File: src/rtl/forward_unit.sv
// Single-stage EX->EX forwarding with a one-entry holding register that also
// feeds the register-file write port; detects load-use hazards and counts stalls.
module forward_unit #(
    parameter int DATA_W = 8,
    parameter int REG_AW = 3
) (
    input  logic              clk,
    input  logic              rst_n,
    input  logic              ID_Valid,
    input  logic [REG_AW-1:0] ID_Rs1,
    input  logic [REG_AW-1:0] ID_Rs2,
    input  logic              ID_Use_Rs1,
    input  logic              ID_Use_Rs2,
    input  logic              Flush,
    input  logic              EX_Valid,
    input  logic [REG_AW-1:0] EX_Rd,
    input  logic              EX_RegWrite,
    input  logic              EX_MemRead,
    input  logic [DATA_W-1:0] EX_Result,
    output logic              Forward_Rs1,
    output logic              Forward_Rs2,
    output logic [DATA_W-1:0] Forwarded_reg,
    output logic              Stall,
    output logic              WB_We,
    output logic [REG_AW-1:0] WB_Rd,
    output logic [DATA_W-1:0] WB_Data,
    output logic [7:0]        Stall_Count
);

    logic [REG_AW-1:0] id_rs   [2];
    logic [1:0]        id_use;
    logic [1:0]        hit;
    logic [1:0]        fwd_reg;
    logic [1:0]        fwd_next;
    logic              ex_writes;

    logic              h_valid_reg;
    logic              h_valid_next;
    logic [REG_AW-1:0] h_rd_reg;
    logic [DATA_W-1:0] h_data_reg;
    logic [7:0]        stall_count_reg;

    assign id_rs[0]  = ID_Rs1;
    assign id_rs[1]  = ID_Rs2;
    assign id_use    = {ID_Use_Rs2, ID_Use_Rs1};
    assign ex_writes = EX_Valid & EX_RegWrite;

    // Flush and a bubble in EX both suppress every hit, which also kills Stall.
    generate
        for (genvar gi = 0; gi < 2; gi++) begin : g_hit
            assign hit[gi] = ID_Valid & ~Flush & id_use[gi] & (id_rs[gi] != '0)
                           & ex_writes & (EX_Rd == id_rs[gi]);
            assign fwd_next[gi] = hit[gi] & ~EX_MemRead & ~Stall;
        end
    endgenerate

    assign Stall        = (|hit) & EX_MemRead;
    assign h_valid_next = ex_writes & ~EX_MemRead & (EX_Rd != '0);

    always_ff @(posedge clk or negedge rst_n) begin
        if (!rst_n) begin
            h_valid_reg     <= 1'b0;
            h_rd_reg        <= '0;
            h_data_reg      <= '0;
            fwd_reg         <= '0;
            stall_count_reg <= '0;
        end else begin
            h_valid_reg <= h_valid_next;
            h_rd_reg    <= EX_Rd;
            h_data_reg  <= EX_Result;
            fwd_reg     <= fwd_next;
            if (Stall && stall_count_reg != 8'hFF) begin
                stall_count_reg <= stall_count_reg + 8'd1;
            end
        end
    end

    assign Forward_Rs1   = fwd_reg[0];
    assign Forward_Rs2   = fwd_reg[1];
    assign Forwarded_reg = h_data_reg;
    assign WB_We         = h_valid_reg;
    assign WB_Rd         = h_rd_reg;
    assign WB_Data       = h_data_reg;
    assign Stall_Count   = stall_count_reg;

endmodule
File: config.mk
export PLATFORM = sky130hd
export DESIGN_NAME = forward_unit
export DESIGN_NICKNAME = d
export VERILOG_FILES = /design/src/rtl/forward_unit.sv
export SDC_FILE = /design/constraint.sdc
export NUM_CORES = 1
export LEC_CHECK = 0
export CAP_MARGIN = 5
export CORE_MARGIN = 2
export CORE_UTILIZATION = 40
export CTS_CLUSTER_DIAMETER = 30
export DETAILED_ROUTE_END_ITERATION = 16
export GPL_TIMING_DRIVEN = 0
export PLACE_DENSITY_LB_ADDON = 0.12
export RECOVER_POWER = 50
export SETUP_SLACK_MARGIN = 0.15
export SLEW_MARGIN = 20
export SYNTH_ARGS = -nofsm -noshare
export SYNTH_HDL_FRONTEND = slang
export SYNTH_SLANG_ARGS = --single-unit
File: constraint.sdc
create_clock -name clk -period 4 [get_ports clk]
set_input_delay 0.8 -clock clk [delete_from_list [all_inputs] [get_ports clk]]
set_output_delay 0.8 -clock clk [all_outputs]
set_load 0.005 [all_outputs]
==> summary.md <==
| Metric | Value |
|---|---|
| Status | `completed` |
| Cts bufs inserted | `3` |
| Core area | `2410 um2` |
| Fin nets | `172` |
| F_max | `269.4 MHz` |
| Register bit total from synthesis | `22` |
| Critical Path AT | `2.91 ns` |
| Seq/Total Area, Yosys | `55.14%` |
| CTS tree | `built` |
| Starting Density | `41.43%` |
| Antenna violations before repair | `0` |
| Switching Fraction | `20.14%` |
| Max_slew headroom | `35.93%` |
| Global-route wire length before repair | `3443 um` |
| PD cells | `290.4 nW/um2` |
| Global route total overflow | `0` |
| Starting DRT DRC Count | `22` |
| Fin Hold WS | `0.4994 ns` |
| Avg Vias per Cell | `4.805` |
| Syn Inst Count | `83` |
| Setup Crit Path Kind | `in -> out` |
| CTS root buf | `clkbuf_4` |
| CTS H-Tree Depth | `1` |
| CP Data Required Time | `3.20 ns` |
| Peak VDD IR | `0.2138 mV` |
| Worst skew pair latency | `0.31 ns` |
| Final hold violation count | `0` |
| Detailed-route via count | `836` |
| # port buffers | `56` |
| Max Cap Viol | `0` |
| Wire length per cell | `12.29 um` |
| Synth Net Count | `110` |
| Largest net degree at the start of global routing | `23` |
| GP Congestion | `0.7537` |
| Switching power | `96.90 uW` |
| Pleak | `0.0007247 uW` |
| Mapped cell area | `998.5 um2` |
| Die Wd | `53.96 um` |
| Total negative setup slack | `0 ns` |
| Area delta synth->final | `65.91%` |
| Cell row count | `18` |
| Startpoint type of the worst setup path | `input port` |
| Layout Skew | `0.007885 ns` |
| Setup violators final | `0` |
| Number of global-route vias before repair | `785` |
| Die height | `53.96 um` |
| Post-route minimum period | `3.712 ns` |
| Final worst path period share | `92.81%` |
| Diodes inserted | `0` |
| Clock Sinks | `22` |
| Tot GR Track Use | `16.61%` |
| Layout cells sized above 1 | `13.89%` |
| Mean post-synth cell area | `12.03 um2` |
| Pins Over Slew Limit | `0` |
| Nature of the critical path endpoint | `primary output` |
| DRT Pass-1 Iters | `4` |
| Distinct cell type count after synthesis | `25` |
| Clk pwr share | `34.8%` |
| RSZ-0062 raised after global routing | `false` |
| Io pins | `57` |
| Final WL | `2139 um` |
| Comb power frac | `16.3%` |
| Crit-path max FO | `9` |
| Routed Antenna Nets | `0` |
| Residual DRC | `0` |
| Worst slew pin tran | `0.9579 ns` |
| Power Internal | `384.2 uW` |
| Die Area | `2912 um2` |
| Hold crit path type | `reg -> reg` |
| YS warnings | `0` |
| Sequential Power Share | `48.8%` |
| Post-CTS Hold Buffers | `0` |
| Clock-pin slew on the worst setup and hold paths | `0.11 ns` |
| Clock buffer depth | `2` |
-- cells by family (layout without fill, tap and decap cells) --
| kind of cell | after synthesis | in the layout | synth area share (%) |
|---|---|---|---|
| simple gates | 26 | 26 | 14.54 |
| flops | 22 | 22 | 55.14 |
| compound gates | 12 | 12 | 10.53 |
| xor+xnor | 10 | 10 | 8.772 |
| buf+inv | 10 | 71 | 7.519 |
| mux | 2 | 2 | 2.255 |
| fa+ha+maj | 1 | 1 | 1.253 |
-- through the flow --
stage	instance area (um2)	instances	util [%]	power, uW	setup slack [ns]
after global routing	1657	174	68.74	503.3	0.1845
after CTS	1649	173	68.43	488.4	0.1764
final	1657	174	68.74	481.1	0.2878
after floorplan	998.5	83	-	261.9	1.293
after detailed placement	1597	169	66.25	321.3	0.2085
after global placement	1597	169	66.25	319.4	0.2078
-- cells in the mapped netlist --
library cell,count,area share [%]
nor3_1,4,2.0
o211ai_4,1,2.1
mux2_2,2,2.3
nand4b_1,2,1.8
or3b_1,2,1.8
dfrtp_1,22,55
buf_6,1,1.1
buf_4,8,6.0
a211oi_2,1,1.3
nand3_1,4,2.0
xnor2_1,4,3.5
inv_1,1,0.38
a211oi_1,3,2.3
ha_1,1,1.3
o211ai_2,1,1.3
and2_1,1,0.63
nand2b_1,1,0.63
a21boi_0,1,0.75
nor2_1,1,0.38
a21oi_1,4,2.0
nand2_1,6,2.3
a21oi_2,1,0.88
xor2_1,6,5.3
nand4_1,1,0.63
and3_1,4,2.5
-- critical path, stage by stage --
cell and delay (ns):
clkdlybuf4s50_1 0.44, buf_6 0.15, or3b_1 0.39, a211oi_2 0.26
o211ai_4 0.16, a21boi_1 0.20, clkdlybuf4s50_1 0.53
-- routing by layer --
metal | GRT usage [%] | share of wire, % | wire length, um
met1 | 20.18 | 38 | 821
met2 | 28.66 | 51 | 1097
met3 | 3.333 | 8.8 | 188
met4 | 6.410 | 1.4 | 31
met5 | 0 | 0 | 0
-- cells in the final DEF (no fill, tap or decap), drive strengths merged --
cell and instances:
clkdlybuf4s50 42, dfrtp 22, dlygate4sd3 14, buf 10, nand2 6, xor2 6
a21oi 5, xnor2 4, and3 4, nor3 4, nand3 4, a211oi 4
clkbuf 3, or3b 2, nand4b 2, mux2 2, o211ai 2, inv 1
nor2 1, a21boi 1, nand2b 1, and2 1, nand4 1, ha 1
bufinv 1
-- cell type report --
type	instances	area (um2)
plain buffers	9	71.32
clock buffers	3	22.52
clock inverters	1	30.03
fillers	186	753.2
inverters	1	3.754
multi-input cells	51	372.9
flip-flops and latches	22	550.5
well taps	30	37.54
repair buffers	57	568.0
-- power by group through the flow --
stage	clock network [uW]	registers (uW)	logic [uW]
finish	168	235	78.4
global placement	0	239	80.2
floorplan	0	240	21.5
detailed placement	0	240	81.8
global route	181	236	86.2
CTS	171	235	82.1
-- worst paths after layout --
path	start	to	slack, ns	depth (start not counted)
max	EX_Rd[2]	Stall	0.29	7
min	Stall_Count[5]	Stall_Count[5]	0.50	1
max reg2reg	Stall_Count[0]	Stall_Count[1]	2.23	6
min reg2reg	Stall_Count[5]	Stall_Count[5]	0.50	1
max in group asynchronous	rst_n	Stall_Count[5]	2.34	1
min in group asynchronous	rst_n	WB_Rd[2]	1.07	1
-- timing repair --
| item | 4_1_cts | 5_1_grt |
|---|---|---|
| endpoints found under the setup margin | 0 | 1 |
| setup buffers | 0 | 1 |
| gates resized for setup | 0 | 1 |
No activity file was read; power rests on OpenSTA's default activity.
